==> src/rtl/serial_echo_ctrl_pkg.sv <==
// Shared definitions for the serial echo sequencer: transform mode codes, FSM
// state encodings, parameter defaults and the byte transform helper.
package serial_echo_ctrl_pkg;

  typedef enum logic [1:0] {
    MODE_PASS = 2'b00,
    MODE_ADD  = 2'b01,
    MODE_INV  = 2'b10,
    MODE_DROP = 2'b11
  } mode_e;

  typedef enum logic [1:0] {
    S_IDLE  = 2'b00,
    S_XFORM = 2'b01,
    S_PUSH  = 2'b10
  } state_e;

  localparam logic [7:0] DEFAULT_ERR_CODE  = 8'hEE;
  localparam logic [7:0] DEFAULT_INCREMENT = 8'h01;

  // MODE_DROP returns the byte unchanged; the caller decides not to queue it.
  function automatic logic [7:0] transform_byte(input mode_e m, input logic [7:0] d,
                                                input logic [7:0] inc);
    case (m)
      MODE_ADD: transform_byte = d + inc;
      MODE_INV: transform_byte = ~d;
      default:  transform_byte = d;
    endcase
  endfunction

endpackage

==> src/rtl/serial_echo_ctrl_if.sv <==
// Byte handshake bundle between the RS232 receiver/transmitter and the echo sequencer.
// The sequencer is the slave: it consumes RX bytes and offers TX bytes.
interface serial_echo_ctrl_if;
  logic [7:0] rx_data;
  logic       rx_err;
  logic       rx_valid;
  logic       rx_ready;
  logic [7:0] tx_data;
  logic       tx_valid;
  logic       tx_ready;

  modport master (
    output rx_data, rx_err, rx_valid, tx_ready,
    input  rx_ready, tx_data, tx_valid
  );

  modport slave (
    input  rx_data, rx_err, rx_valid, tx_ready,
    output rx_ready, tx_data, tx_valid
  );
endinterface

==> src/rtl/serial_echo_ctrl_queue.sv <==
// Synchronous FIFO holding bytes waiting for the transmitter. Head is shown
// combinationally; push and pop in one cycle are both honoured, even when full.
module serial_echo_ctrl_queue #(
  parameter  int DEPTH = 4,
  parameter  int WIDTH = 8,
  localparam int PTR_W = $clog2(DEPTH),
  localparam int CNT_W = PTR_W + 1
) (
  input  logic             clk,
  input  logic             rst_n,
  input  logic             push,
  input  logic [WIDTH-1:0] push_data,
  input  logic             pop,
  output logic [WIDTH-1:0] head_data,
  output logic             full,
  output logic             empty,
  output logic [CNT_W-1:0] count_next
);

  logic [WIDTH-1:0] mem [DEPTH];
  logic [PTR_W-1:0] wr_ptr_reg;
  logic [PTR_W-1:0] rd_ptr_reg;
  logic [CNT_W-1:0] count_reg;
  logic             do_push;
  logic             do_pop;

  assign full    = (count_reg == CNT_W'(DEPTH));
  assign empty   = (count_reg == '0);
  assign do_pop  = pop & ~empty;
  assign do_push = push & (~full | do_pop);

  // Head reads as zero when empty so tx_data never shows stale or unwritten entries.
  assign head_data = empty ? '0 : mem[rd_ptr_reg];

  always_comb begin
    count_next = count_reg;
    if (do_push && !do_pop) begin
      count_next = count_reg + CNT_W'(1);
    end else if (!do_push && do_pop) begin
      count_next = count_reg - CNT_W'(1);
    end
  end

  // Pointers are PTR_W bits wide, so a power-of-two depth wraps them naturally.
  always_ff @(posedge clk or negedge rst_n) begin
    if (!rst_n) begin
      wr_ptr_reg <= '0;
      rd_ptr_reg <= '0;
      count_reg  <= '0;
    end else begin
      count_reg <= count_next;
      if (do_push) begin
        wr_ptr_reg <= wr_ptr_reg + PTR_W'(1);
      end
      if (do_pop) begin
        rd_ptr_reg <= rd_ptr_reg + PTR_W'(1);
      end
    end
  end

  always_ff @(posedge clk) begin
    if (do_push) begin
      mem[wr_ptr_reg] <= push_data;
    end
  end

endmodule

==> src/rtl/serial_echo_ctrl.sv <==
// Echo sequencer: pops one RX byte at a time, transforms it (or substitutes an
// error code), queues it for TX, drives cts from queue occupancy and counts bytes.
module serial_echo_ctrl
  import serial_echo_ctrl_pkg::*;
#(
  parameter logic [7:0] INCREMENT   = DEFAULT_INCREMENT,
  parameter logic [7:0] ERR_CODE    = DEFAULT_ERR_CODE,
  parameter bit         REPORT_ERR  = 1'b1,
  parameter int         QUEUE_DEPTH = 4
) (
  input  logic               clk,
  input  logic               rst_n,
  input  logic               enable,
  input  logic [1:0]         mode,
  serial_echo_ctrl_if.slave  bus,
  output logic               cts,
  output logic [15:0]        echo_count,
  output logic [15:0]        err_count
);

  localparam int               CNT_W   = $clog2(QUEUE_DEPTH) + 1;
  localparam logic [CNT_W-1:0] CTS_MAX = CNT_W'(QUEUE_DEPTH - 2);

  state_e           state_reg;
  state_e           state_next;
  logic [7:0]       byte_reg;
  logic             err_reg;
  mode_e            mode_reg;
  logic [7:0]       result_reg;
  logic             push_reg;
  logic             cts_reg;
  logic [15:0]      echo_count_reg;
  logic [15:0]      err_count_reg;

  logic             rx_ready_comb;
  logic             rx_fire;
  logic             q_push;
  logic             q_pop;
  logic             q_full;
  logic             q_empty;
  logic [7:0]       q_head;
  logic [CNT_W-1:0] q_count_next;

  assign rx_fire = bus.rx_valid & rx_ready_comb;
  assign q_pop   = ~q_empty & bus.tx_ready;

  // State register
  always_ff @(posedge clk or negedge rst_n) begin
    if (!rst_n) begin
      state_reg <= S_IDLE;
    end else begin
      state_reg <= state_next;
    end
  end

  // Next-state logic
  always_comb begin
    state_next = state_reg;
    case (state_reg)
      S_IDLE:  if (rx_fire) state_next = S_XFORM;
      S_XFORM: state_next = S_PUSH;
      S_PUSH:  state_next = S_IDLE;
      default: state_next = S_IDLE;
    endcase
  end

  // Output logic; rx_ready is held low while reset is asserted, whatever enable says.
  always_comb begin
    rx_ready_comb = 1'b0;
    q_push        = 1'b0;
    case (state_reg)
      S_IDLE:  rx_ready_comb = rst_n & enable & ~q_full;
      S_PUSH:  q_push = push_reg;
      default: ;
    endcase
  end

  // Mode is captured with the byte so a mid-byte change only affects the next one.
  always_ff @(posedge clk or negedge rst_n) begin
    if (!rst_n) begin
      byte_reg       <= '0;
      err_reg        <= 1'b0;
      mode_reg       <= MODE_PASS;
      result_reg     <= '0;
      push_reg       <= 1'b0;
      echo_count_reg <= '0;
      err_count_reg  <= '0;
    end else begin
      case (state_reg)
        S_IDLE: begin
          if (rx_fire) begin
            byte_reg <= bus.rx_data;
            err_reg  <= bus.rx_err;
            mode_reg <= mode_e'(mode);
          end
        end
        S_XFORM: begin
          if (err_reg) begin
            result_reg    <= ERR_CODE;
            push_reg      <= REPORT_ERR;
            err_count_reg <= err_count_reg + 16'd1;
          end else begin
            result_reg <= transform_byte(mode_reg, byte_reg, INCREMENT);
            push_reg   <= (mode_reg != MODE_DROP);
          end
        end
        S_PUSH: begin
          if (push_reg && !err_reg) begin
            echo_count_reg <= echo_count_reg + 16'd1;
          end
        end
        default: ;
      endcase
    end
  end

  // cts follows the count the queue will hold after this edge.
  always_ff @(posedge clk or negedge rst_n) begin
    if (!rst_n) begin
      cts_reg <= 1'b1;
    end else begin
      cts_reg <= (q_count_next <= CTS_MAX);
    end
  end

  serial_echo_ctrl_queue #(
    .DEPTH (QUEUE_DEPTH),
    .WIDTH (8)
  ) u_queue (
    .clk        (clk),
    .rst_n      (rst_n),
    .push       (q_push),
    .push_data  (result_reg),
    .pop        (q_pop),
    .head_data  (q_head),
    .full       (q_full),
    .empty      (q_empty),
    .count_next (q_count_next)
  );

  assign bus.rx_ready = rx_ready_comb;
  assign bus.tx_data  = q_head;
  assign bus.tx_valid = ~q_empty;
  assign cts          = cts_reg;
  assign echo_count   = echo_count_reg;
  assign err_count    = err_count_reg;

endmodule

==> src/flat_wrapper.sv <==
// flat-port wrapper written by rule: the top's interface ports become plain ports
module serial_echo_ctrl_flat import serial_echo_ctrl_pkg::*;
#(
  parameter logic [7:0] INCREMENT   = DEFAULT_INCREMENT,
  parameter logic [7:0] ERR_CODE    = DEFAULT_ERR_CODE,
  parameter bit         REPORT_ERR  = 1'b1,
  parameter int         QUEUE_DEPTH = 4
)
  (clk, rst_n, enable, mode, cts, echo_count, err_count, bus_rx_data, bus_rx_err, bus_rx_valid, bus_tx_ready, bus_rx_ready, bus_tx_data, bus_tx_valid);
  serial_echo_ctrl_if bus_i ();
  input  logic clk;
  input  logic rst_n;
  input  logic enable;
  input  logic [1:0] mode;
  output logic cts;
  output logic [15:0] echo_count;
  output logic [15:0] err_count;
  input wire logic [$bits(bus_i.rx_data)-1:0] bus_rx_data;
  input wire logic [$bits(bus_i.rx_err)-1:0] bus_rx_err;
  input wire logic [$bits(bus_i.rx_valid)-1:0] bus_rx_valid;
  input wire logic [$bits(bus_i.tx_ready)-1:0] bus_tx_ready;
  output wire logic [$bits(bus_i.rx_ready)-1:0] bus_rx_ready;
  output wire logic [$bits(bus_i.tx_data)-1:0] bus_tx_data;
  output wire logic [$bits(bus_i.tx_valid)-1:0] bus_tx_valid;
  assign bus_i.rx_data = bus_rx_data;
  assign bus_i.rx_err = bus_rx_err;
  assign bus_i.rx_valid = bus_rx_valid;
  assign bus_i.tx_ready = bus_tx_ready;
  assign bus_rx_ready = bus_i.rx_ready;
  assign bus_tx_data = bus_i.tx_data;
  assign bus_tx_valid = bus_i.tx_valid;
  serial_echo_ctrl #(.INCREMENT(INCREMENT), .ERR_CODE(ERR_CODE), .REPORT_ERR(REPORT_ERR), .QUEUE_DEPTH(QUEUE_DEPTH)) u_core (.clk(clk), .rst_n(rst_n), .enable(enable), .mode(mode), .bus(bus_i), .cts(cts), .echo_count(echo_count), .err_count(err_count));
endmodule
==> config.mk <==
export PLATFORM = sky130hd
export DESIGN_NAME = serial_echo_ctrl_flat
export DESIGN_NICKNAME = d
export VERILOG_FILES = /design/src/rtl/serial_echo_ctrl_pkg.sv /design/src/rtl/serial_echo_ctrl_if.sv /design/src/rtl/serial_echo_ctrl_queue.sv /design/src/rtl/serial_echo_ctrl.sv /design/src/flat_wrapper.sv
export SDC_FILE = /design/constraint.sdc
export NUM_CORES = 1
export LEC_CHECK = 0
export CORE_MARGIN = 3
export CORE_UTILIZATION = 59
export CTS_CLUSTER_DIAMETER = 100
export DETAILED_ROUTE_END_ITERATION = 8
export GPL_TIMING_DRIVEN = 0
export PLACE_DENSITY = 0.85
export SLEW_MARGIN = 20
export SYNTH_ARGS = -nofsm -noshare
export SYNTH_HDL_FRONTEND = slang
export SYNTH_SLANG_ARGS = --single-unit
==> constraint.sdc <==
create_clock -name clk -period 4.2 [get_ports clk]
set_input_delay 0.84 -clock clk [delete_from_list [all_inputs] [get_ports clk]]
set_output_delay 0.84 -clock clk [all_outputs]
set_load 0.02 [all_outputs]
# Word-level counts from Yosys, hierarchy flattened
# Memories as Yosys holds them, arrays and structs flattened.
# Index checks and enable logic that the tools add are counted.
[word_totals]
ff_bits = 62
ramBits = 32
wordCells = 61
mem_count = 1
[classes]
add_sub_neg = 7
magnitude_cmp = 1
n_eq_ne = 7
n_mux = 12
n_bitwise = 10
n_reduce_logical = 11
[memory_table]
columns = ["memory", "words", "width", "read_ports", "rd_ports_with_merged_regs", "wr", "line", "rtl"]
rows = [
  ["u_core.u_queue.mem", 4, 8, 1, 0, 1, "serial_echo_ctrl_queue.sv:20", "logic [WIDTH-1:0] mem [DEPTH];"],
]
[op_table]
columns = ["op", "n"]
rows = [
  ["$add A16 B1 Y16 const B", 2],
  ["$mux W8", 2],
  ["$pmux W8 S2", 1],
  ["$add A8 B1 Y8 const B", 1],
  ["$not A8 Y8", 1],
  ["$and A1 B1 Y1", 6],
  ["$mux W3", 2],
  ["$reduce_and A2 Y1", 3],
  ["$mux W1", 5],
  ["$add A2 B1 Y2 const B", 2],
  ["$eq A2 B1 Y1 const B", 2],
  ["$eq A2 B2 Y1 const B", 2],
  ["$pmux W2 S2", 1],
  ["$add A3 B1 Y3 const B", 1],
  ["$eq A3 B3 Y1 const B", 1],
  ["$le A3 B2 Y1 const B", 1],
  ["$logic_and A1 B1 Y1", 3],
  ["$logic_not A1 Y1", 3],
  ["$logic_not A3 Y1", 1],
  ["$sub A3 B1 Y3 const B", 1],
  ["$logic_not A2 Y1", 1],
  ["$mux W2", 1],
  ["$ne A2 B1 Y1 const B", 1],
  ["$ne A2 B2 Y1 const B", 1],
  ["2 further kinds", 3],
]

# Longest topological paths before layout
# Gate-level depths: netlist of the first run.
[depth]
ltp_word = 11
ltp_mapped = 8

# Hierarchy
# From an unflattened synthesis of the first run, not the netlist that was laid out.
[hier_totals]
cells_unflattened = 337
hier_area_um2 = 4264.1
[by_module_without_submodules]
columns = ["module", "n_inst", "cells_per_inst", "area_each_um2", "seq_area_each_um2"]
rows = [
  ["serial_echo_ctrl", 1, 231, 2548.7, 1377.6],
  ["serial_echo_ctrl_queue", 1, 106, 1715.4, 1136.1],
]

# Least setup slack after synthesis of the first run
# No wires, ideal clock.
[synth_path]
path_kind = "flip-flop to output port"
start = "register u_core.u_queue.count_reg[0]"
end = "output bus_tx_data[0]"
t_arrival_ns = 1.446
t_required_ns = 3.360
slack_ns = 1.914
path_stages_with_launch = 6
path_cell_list = "dfrtp_1 -> inv_1 -> ha_1 -> nand2b_1 -> clkbuf_1 -> and2_1"
[synth_between]
elab_chain_cells = 2
[synth_rtl]
columns = ["item", "line", "rtl"]
rows = [
  ["start, declared", "serial_echo_ctrl_queue.sv:23", "logic [CNT_W-1:0] count_reg;"],
  ["start signal, assigned", "serial_echo_ctrl_queue.sv:51", "count_reg <= count_next;"],
  ["$logic_not A3 Y1", "serial_echo_ctrl_queue.sv:28", "assign empty = (count_reg == '0);"],
  ["$mux W8", "serial_echo_ctrl_queue.sv:33", "assign head_data = empty ? '0 : mem[rd_ptr_reg];"],
  ["end, declared", "flat_wrapper.sv:23", "output wire logic [$bits(bus_i.tx_data)-1:0] bus_tx_data;"],
]
# No other way between the ends.

# Worst setup path after layout of the first run
[layout_path]
start = "input rst_n"
end = "output bus_rx_ready"
[layout_between]
elab_chain_cells = 3
[layout_rtl]
columns = ["item", "line", "rtl"]
rows = [
  ["start, declared", "flat_wrapper.sv:12", "input logic rst_n;"],
  ["$and A1 B1 Y1 (2 in series)", "serial_echo_ctrl.sv:72", "S_IDLE: rx_ready_comb = rst_n & enable & ~q_full;"],
  ["$mux W1", "serial_echo_ctrl.sv:71", "case (state_reg)"],
  ["end, declared", "flat_wrapper.sv:22", "output wire logic [$bits(bus_i.rx_ready)-1:0] bus_rx_ready;"],
]
# No other way between the ends.

==> results of run 1 <==
[worst max path at each step]
stage / endpoint / cells after the start / slack, ps
floorplan: bus_tx_data[0] / 5 / 1910
detailed placement: bus_rx_ready / 5 / 940
CTS: bus_rx_ready / 5 / 860
global route: bus_tx_data[0] / 6 / 770
global placement: bus_rx_ready / 4 / -1250
finish: bus_rx_ready / 5 / 890
[power by group through the flow]
stage                     registers (W)  logic [W]  clock network (W)
after global routing            0.00138    0.00116           0.000715
after detailed placement        0.00136    0.00105                  0
final                           0.00135    0.00105           0.000663
after CTS                       0.00134    0.00106           0.000668
after floorplan                 0.00134   0.000693                  0
after global placement          0.00134    0.00101                  0
[cell type report]
| cell class | instances | share of cell area, % |
|---|---|---|
| timing repair buffer | 58 | 11.4 |
| clock inverter | 5 | 1.54 |
| buffer | 10 | 0.793 |
| multi-input combinational | 215 | 32.2 |
| clock buffer | 11 | 2.71 |
| tap | 96 | 2.31 |
| inverter | 11 | 0.793 |
| sequential | 94 | 48.2 |
[layout by cell type, fill, tap and decap left out, drive strengths merged, types with 10 or more instances in the layout]
master          n
edfxtp         32
nand2          27
clkdlybuf4s50  56
xor2           10
inv            13
ha             13
mux2           12
nand3          15
and2           12
dfrtp          61
nor2           15
xnor2          24
clkbuf         18
[metrics by stage]
step	power (W)	area [um2]	setup TNS, ps	setup slack (ps)
floorplan	0.00204	4270	0	1910
global placement	0.00235	4960	-7080	-1250
detailed placement	0.00241	4990	0	941
CTS	0.00308	5210	0	863
global route	0.00325	5210	0	766
finish	0.00306	5210	0	890
[routing by layer]
metal | vias up | share of wire, % | track usage [%]
li1 | 1337 | - | -
met1 | 1356 | 44 | 25.9
met2 | 60 | 51 | 34.3
met3 | 12 | 3.2 | 2.65
met4 | 0 | 2.0 | 8.17
met5 | - | 0 | 0
[critical path: cells and delay by family]
family	cells	cell delay [ps]
buffers and inverters	3	1090
AND/OR/NAND/NOR	2	510
[cells by family after synthesis]
kind of cell | count (synthesis) | synth area share (%)
xor gates and xnor gates | 34 | 6.97
muxes | 25 | 8.55
adders and majority gates | 13 | 3.81
AOI/OAI and AO/OA | 35 | 5.71
DFF | 94 | 58.8
buffers and inverters | 21 | 1.93
and+or+nand+nor | 108 | 14.2
==> impl_metrics.toml, run 1 <==
[floorplan]
die_w_um = 91.1
start_util_pct = 61.9
ioPinCount = 59
dieArea_mm2 = 0.00830
die_h_um = 91.1
core-area_mm2 = 0.00691
num_rows = 30

[clock_tree]
cts_hold_buf = 0
cts-htree-levels = 3
clk_pin_slew_ps = 90
postCtsSetupBuffers = 0
clk_path_buf_depth = 2
cts_tree = "yes"
clkLatencyLatePin_ps = 360
cts_resized = 0
cts_sinks = 94
cts_buffers = 9
cts_root_buf = "clkbuf_8"

[sta]
tightestPinTransition_ps = 568
setup_violations = 0
min_period_over_period_pct = 78.8
finalCriticalPeriod_ps = 3310
slew_viol_final = 0
fmaxAchievable_ghz = 0.302
rsz0062_at_grt = "false"
finalHoldViolations = 0
fin_skew_ps = 9.76
slew_headroom_pct = 62.1
hold_ws_ps = 265

[run_status]
outcome = "completed"

[synth]
synth_area_mm2 = 0.00427
synth_nets = 359
synthArstFlopShare_pct = 66.0
syn_area_per_cell_um2 = 12.9
synth_seq_cells = 94
synth_cell_type_count = 48
synth_top_area_share_pct = 35.7
syn_inst = 330
ys_top_cells_by_area = "dfrtp_1 36%, edfxtp_1 22%, xnor2_1 4.9%"
synth_area_leader_cell = "dfrtp_1"
synth-edff-count = 32
synth-main-ff-cell = "dfrtp_1"
ys_warn_count = 0
synth_most_common_cell = "dfrtp_1"
yosys-top-cells-count = "61 x dfrtp_1, 32 x edfxtp_1, 27 x nand2_1"
ys_seq_area_share_pct = 58.8

[job]
maxCapViolations = 0

[detailed_routing]
drc = 0
wl_per_cell_um = 15.6
via_per_inst = 5.53
first_iter_violations = 141
vias = 2765
wl_um = 7800
drtAntennaViolNets = 0
drtPass1Iterations = 4

[global_routing]
overflow = 0
grt_antenna_before_repair = 0
grt_max_degree = 61
grt_pass1_wl_um = 13200
grt_pass1_vias = 2744
grtUsageTotal_pct = 20.1

[finish]
synthToLayoutAreaGrowth_pct = 21.9
nNetsFinal = 428
antennaDiodeCount = 0
drive_gt1_share_pct = 9.16
seq_area_mm2 = 0.00251
largest_reg_flops = 32
fin_cells = 500
num-fill-cells = 478
fin_util_pct = 75.4
multiInputGateArea_mm2 = 0.00168

[critical_path]
rr_endpoint = "u_core.byte_reg[2]"
cp.required_ps = 3360
path_cells = "buf_4 > buf_16 > nand2_1 > nor4b_2 > clkdlybuf4s50_1"
critPathSlowestCell = "clkdlybuf4s50_1"
critPathCaptureType = "output pin"
critPathMaxStageDelay_ps = 690
crit_path_start = "rst_n"
critPathKind = "in -> out"
critical_path.max_fanout = 60
startpoint_type = "input pin"
reg2regPathDepth = 7
r2r_slack_ps = 2030
critical_path_arrival_ps = 2470
r2r-start = "u_core.u_queue.count_reg[0]"

[power]
p_leak_nw = 2.14
power.density_mw_per_mm2 = 587
p_comb_share_pct = 34.4
p_sw_w = 0.00104
p_clk_share_pct = 21.7
switching_share_pct = 33.9
p_seq_share_pct = 44.0
max-vdd-ir-drop_v = 0.000380
p_int_w = 0.00202

[place]
place_inst = 484
dpl.hpwl_um = 5390
gp_congestion = 0.836
port-buffer-count = 57

[hold_path]
hold_path_class = "in -> async"
(Power assumes the default switching activity.)
==> inputs of run 2 (changes only) <==
--- a/config.mk
+++ b/config.mk
@@ -6,11 +6,11 @@
 export NUM_CORES = 1
 export LEC_CHECK = 0
 export CORE_MARGIN = 3
-export CORE_UTILIZATION = 59
+export CORE_UTILIZATION = 55
 export CTS_CLUSTER_DIAMETER = 100
 export DETAILED_ROUTE_END_ITERATION = 8
 export GPL_TIMING_DRIVEN = 0
-export PLACE_DENSITY = 0.85
+export PLACE_DENSITY = 0.8
 export SLEW_MARGIN = 20
 export SYNTH_ARGS = -nofsm -noshare
 export SYNTH_HDL_FRONTEND = slang
==> constraint.sdc (replaced) <==
create_clock -name clk -period 3.1 [get_ports clk]
set_input_delay 0.62 -clock clk [delete_from_list [all_inputs] [get_ports clk]]
set_output_delay 0.62 -clock clk [all_outputs]
set_load 0.02 [all_outputs]
==> impl_metrics.toml, run 2 (same netlist as run 1, synthesis figures left out) <==
[sta]
finalSetupTns_ps = 0
finalHoldViolations = 0
setup_violations = 0
finalCriticalPeriod_ps = 2940
slew_viol_final = 0
fin_skew_ps = 4.87
slew_headroom_pct = 65.4
fmaxAchievable_ghz = 0.340
rsz0062_at_grt = "false"
min_period_over_period_pct = 94.8
tightestPinTransition_ps = 519

[floorplan]
dieArea_mm2 = 0.00886
start_util_pct = 57.7
core-area_mm2 = 0.00741
num_rows = 31
die_h_um = 94.1
die_w_um = 94.1
ioPinCount = 59

[clock_tree]
cts_buffers = 9
cts_root_buf = "clkbuf_8"
clk_pin_slew_ps = 90
postCtsSetupBuffers = 0
clkLatencyLatePin_ps = 370
cts_hold_buf = 0
clk_path_buf_depth = 2
cts_tree = "yes"
cts-htree-levels = 3
cts_resized = 1
cts_sinks = 94

[critical_path]
critPathKind = "reg -> out"
cp.buffers_inverters = 2
reg2regPathDepth = 7
r2r-start = "u_core.u_queue.count_reg[0]"
cp.required_ps = 2480
critical_path_arrival_ps = 2320
r2r_slack_ps = 1010
critical_path.max_fanout = 4
critPathCaptureType = "output pin"
crit_family = "buffers and inverters"
startpoint_type = "flip-flop"
rr_endpoint = "u_core.byte_reg[4]"
cp.depth = 5
critPathSlowestCell = "clkdlybuf4s50_1"
path_cells = "inv_1 > ha_1 > nand2_1 > nor4b_2 > clkdlybuf4s50_1"
critPathMaxStageDelay_ps = 690

[place]
dpl.hpwl_um = 5470
port-buffer-count = 57
gp_congestion = 0.814
place_inst = 487

[global_routing]
grt_pass1_vias = 2760
grt_antenna_before_repair = 0
grt_pass1_wl_um = 13100
grtUsageTotal_pct = 19.2
overflow = 0
grt_max_degree = 61

[finish]
synthToLayoutAreaGrowth_pct = 21.1
antennaDiodeCount = 0
drive_gt1_share_pct = 9.65
multiInputGateArea_mm2 = 0.00168
most-common-layout-cells = "61 x dfrtp_1, 56 x clkdlybuf4s50_1, 32 x edfxtp_1"
nNetsFinal = 428
num-fill-cells = 548
layout_commonest_cell = "dfrtp_1"
fin_cells = 503
seq_area_mm2 = 0.00251
largest_reg_flops = 32

[power]
power.density_mw_per_mm2 = 774
p_clk_share_pct = 18.7
p_sw_w = 0.00144
max-vdd-ir-drop_v = 0.000418
switching_share_pct = 35.9
p_seq_share_pct = 45.6
p_comb_share_pct = 35.7
p_int_w = 0.00257
p_leak_nw = 2.11

[detailed_routing]
first_iter_violations = 94
vias = 2750
drtPass1Iterations = 4
via_per_inst = 5.47
drc = 0
wl_um = 7680
drtAntennaViolNets = 0
wl_per_cell_um = 15.3

[run_status]
outcome = "completed"

[job]
maxCapViolations = 0

[hold_path]
hold_path_class = "in -> async"
-- run 2: worst max path at each step --
stage,to,start
4_1_cts,bus_tx_data[6],u_core.u_queue.count_reg[0]
2_1_floorplan,bus_tx_data[0],u_core.u_queue.count_reg[0]
3_5_place_dp,bus_rx_ready,rst_n
6_report,bus_rx_ready,u_core.u_queue.count_reg[0]
5_1_grt,bus_rx_ready,u_core.u_queue.count_reg[0]
3_3_place_gp,bus_rx_ready,rst_n
-- run 2: through the flow --
step | power [W] | utilization [%] | setup slack (ps) | hold WS, ps | instance area, um2
floorplan | 0.00276 | - | 1030 | 324 | 4270
global placement | 0.00320 | 67.0 | -1940 | 462 | 4970
detailed placement | 0.00329 | 67.4 | 265 | 430 | 4990
CTS | 0.00404 | 69.8 | 111 | 22.1 | 5170
global route | 0.00427 | 69.8 | 9.11 | 20.1 | 5170
finish | 0.00400 | 69.8 | 161 | 35.9 | 5170
-- run 2: layer usage --
layer / vias to the layer above / global-route usage, % / wire length (um)
li1: 1334 / - / -
met1: 1343 / 24.9 / 3420
met2: 62 / 31.6 / 3840
met3: 11 / 3.37 / 295
met4: 0 / 8.78 / 123
met5: - / 0 / 0
-- run 2: cell type report --
class	count	area share, %
timing repair buffer	58	11.5
multi-input combinational	215	32.4
inverter	11	0.798
buffer	10	0.822
clock inverter	7	1.09
tap	99	2.39
clock buffer	9	2.39
sequential	94	48.6
-- run 2: power groups by stage --
stage          clock, W  combinational (W)  sequential (W)
5_1_grt        0.000819            0.00159         0.00187
6_report       0.000749            0.00143         0.00183
3_3_place_gp          0            0.00138         0.00182
4_1_cts        0.000767            0.00144         0.00183
3_5_place_dp          0            0.00144         0.00185
2_1_floorplan         0           0.000939         0.00182
==> inputs of run 3 (changes only) <==
--- a/config.mk
+++ b/config.mk
@@ -5,7 +5,8 @@
 export SDC_FILE = /design/constraint.sdc
 export NUM_CORES = 1
 export LEC_CHECK = 0
-export CORE_MARGIN = 3
+export CORE_ASPECT_RATIO = 0.6
+export CORE_MARGIN = 5
 export CORE_UTILIZATION = 55
 export CTS_CLUSTER_DIAMETER = 100
 export DETAILED_ROUTE_END_ITERATION = 8
==> impl_metrics.toml, run 3 (same netlist as run 1, synthesis figures left out) <==
[clock_tree]
cts_hold_buf = 0
cts_resized = 0
cts_buffers = 9
cts_tree = "yes"
clk_pin_slew_ps = 60
cts_sinks = 94
clkLatencyLatePin_ps = 340
cts-htree-levels = 3
clk_path_buf_depth = 2
cts_root_buf = "clkbuf_16"
postCtsSetupBuffers = 0

[place]
port-buffer-count = 57
gp_congestion = 0.869
dpl.hpwl_um = 5870
placed_area_mm2 = 0.00499

[critical_path]
cp.depth = 5
r2r-start = "u_core.u_queue.count_reg[0]"
cp.required_ps = 2480
critical_path.max_fanout = 33
r2r_slack_ps = 1010
critPathSlowestCell = "clkdlybuf4s50_1"
critPathCaptureType = "output pin"
startpoint_type = "input pin"
crit_family = "buffers and inverters"
rr_endpoint = "u_core.byte_reg[4]"
critical_path_arrival_ps = 2300
critPathCapture = "bus_rx_ready"
path_cells = "buf_6 > buf_12 > nand2_1 > nor4b_2 > clkdlybuf4s50_1"
critPathMaxStageDelay_ps = 690
critPathKind = "in -> out"
crit_path_start = "rst_n"
reg2regPathDepth = 7
cp.buffers_inverters = 3

[floorplan]
die_w_um = 124
dieArea_mm2 = 0.00969
die_h_um = 78.3
start_util_pct = 57.6
num_rows = 24
ioPinCount = 59
core-area_mm2 = 0.00742

[power]
p_int_w = 0.00283
p_seq_share_pct = 43.0
max-vdd-ir-drop_v = 0.000454
p_sw_w = 0.00144
switching_share_pct = 33.7
power_w = 0.00427
p_leak_nw = 2.15
p_comb_share_pct = 33.5
p_clk_share_pct = 23.4
power.density_mw_per_mm2 = 810

[sta]
fmaxAchievable_ghz = 0.342
fin_skew_ps = 6.12
setup_violations = 0
slew_viol_final = 0
slew_headroom_pct = 62.7
tightestPinTransition_ps = 560
rsz0062_at_grt = "false"
min_period_over_period_pct = 94.3
finalCriticalPeriod_ps = 2920
finalHoldViolations = 0

[finish]
synthToLayoutAreaGrowth_pct = 23.4
nNetsFinal = 428
final_area_mm2 = 0.00527
drive_gt1_share_pct = 9.16
antennaDiodeCount = 0
largest_reg_flops = 32
most-common-layout-cells = "61 x dfrtp_1, 56 x clkdlybuf4s50_1, 32 x edfxtp_1"
layout_commonest_cell = "dfrtp_1"

[global_routing]
grt_pass1_vias = 2800
grt_antenna_before_repair = 0
grt_pass1_wl_um = 14000
grtUsageTotal_pct = 18.6
grt_max_degree = 34
overflow = 0

[detailed_routing]
first_iter_violations = 187
drc = 0
wl_per_cell_um = 16.0
via_per_inst = 5.36
vias = 2723
drtAntennaViolNets = 0
drtPass1Iterations = 4
wl_um = 8110

[job]
maxCapViolations = 0

[run_status]
outcome = "completed"

[hold_path]
hold_path_class = "in -> async"
==> run 3: worst register-to-register path, delay by kind of cell, from the launching register on <==
| family | cells | cell delay, ps |
|---|---|---|
| buf+inv | 2 | 340 |
| mux | 1 | 340 |
| simple gates | 3 | 650 |
| flops | 1 | 380 |
| fa+ha+maj | 1 | 260 |
==> run 3: metrics by stage <==
| stage | setup slack [ps] | util (%) | hold WS [ps] | cells | TNS [ps] |
|---|---|---|---|---|---|
| floorplan | 1030 | - | 324 | 330 | 0 |
| global placement | -2000 | 67.1 | 461 | 491 | -53860 |
| detailed placement | 23.3 | 67.3 | 466 | 492 | 0 |
| CTS | 10.5 | 71.0 | 225 | 508 | 0 |
| global route | 34.8 | 71.1 | 174 | 508 | 0 |
| finish | 176 | 71.1 | 161 | 508 | 0 |
==> run 3: final cells by class <==
cell class | count | area (um2)
Sequential cell | 94 | 2510
Fill cell | 517 | 2140
Multi-Input combinational cell | 215 | 1680
Timing Repair Buffer | 58 | 592
Clock buffer | 11 | 243
Tap cell | 104 | 130
Buffer | 10 | 42.5
Inverter | 11 | 41.3
Clock inverter | 5 | 35.0
==> run 3: power groups by stage <==
stage | combinational [W] | clock, W | sequential, W
global placement | 0.00139 | 0 | 0.00183
floorplan | 0.000939 | 0 | 0.00182
detailed placement | 0.00143 | 0 | 0.00186
CTS | 0.00145 | 0.00103 | 0.00184
global route | 0.00159 | 0.00109 | 0.00188
finish | 0.00143 | 0.00100 | 0.00184
==> run 3: per-layer routing <==
metal | track usage, % | share of wire (%)
met5 | 0 | 0
met4 | 5.64 | 1.2
met2 | 27.3 | 45
met1 | 26.4 | 46
met3 | 6.25 | 7.7
==> run 3: how the worst min path moves through the flow <==
| stage | from | to | slack, ps | depth (start not counted) |
|---|---|---|---|---|
| 2_1_floorplan | rst_n | u_core.byte_reg[0] | 320 | 0 |
| 3_3_place_gp | u_core.err_count[15] | u_core.err_count[15] | 460 | 1 |
| 3_5_place_dp | u_core.err_count[15] | u_core.err_count[15] | 470 | 1 |
| 4_1_cts | rst_n | u_core.byte_reg[4] | 230 | 1 |
| 5_1_grt | rst_n | u_core.byte_reg[4] | 170 | 1 |
| 6_report | rst_n | u_core.byte_reg[4] | 160 | 1 |
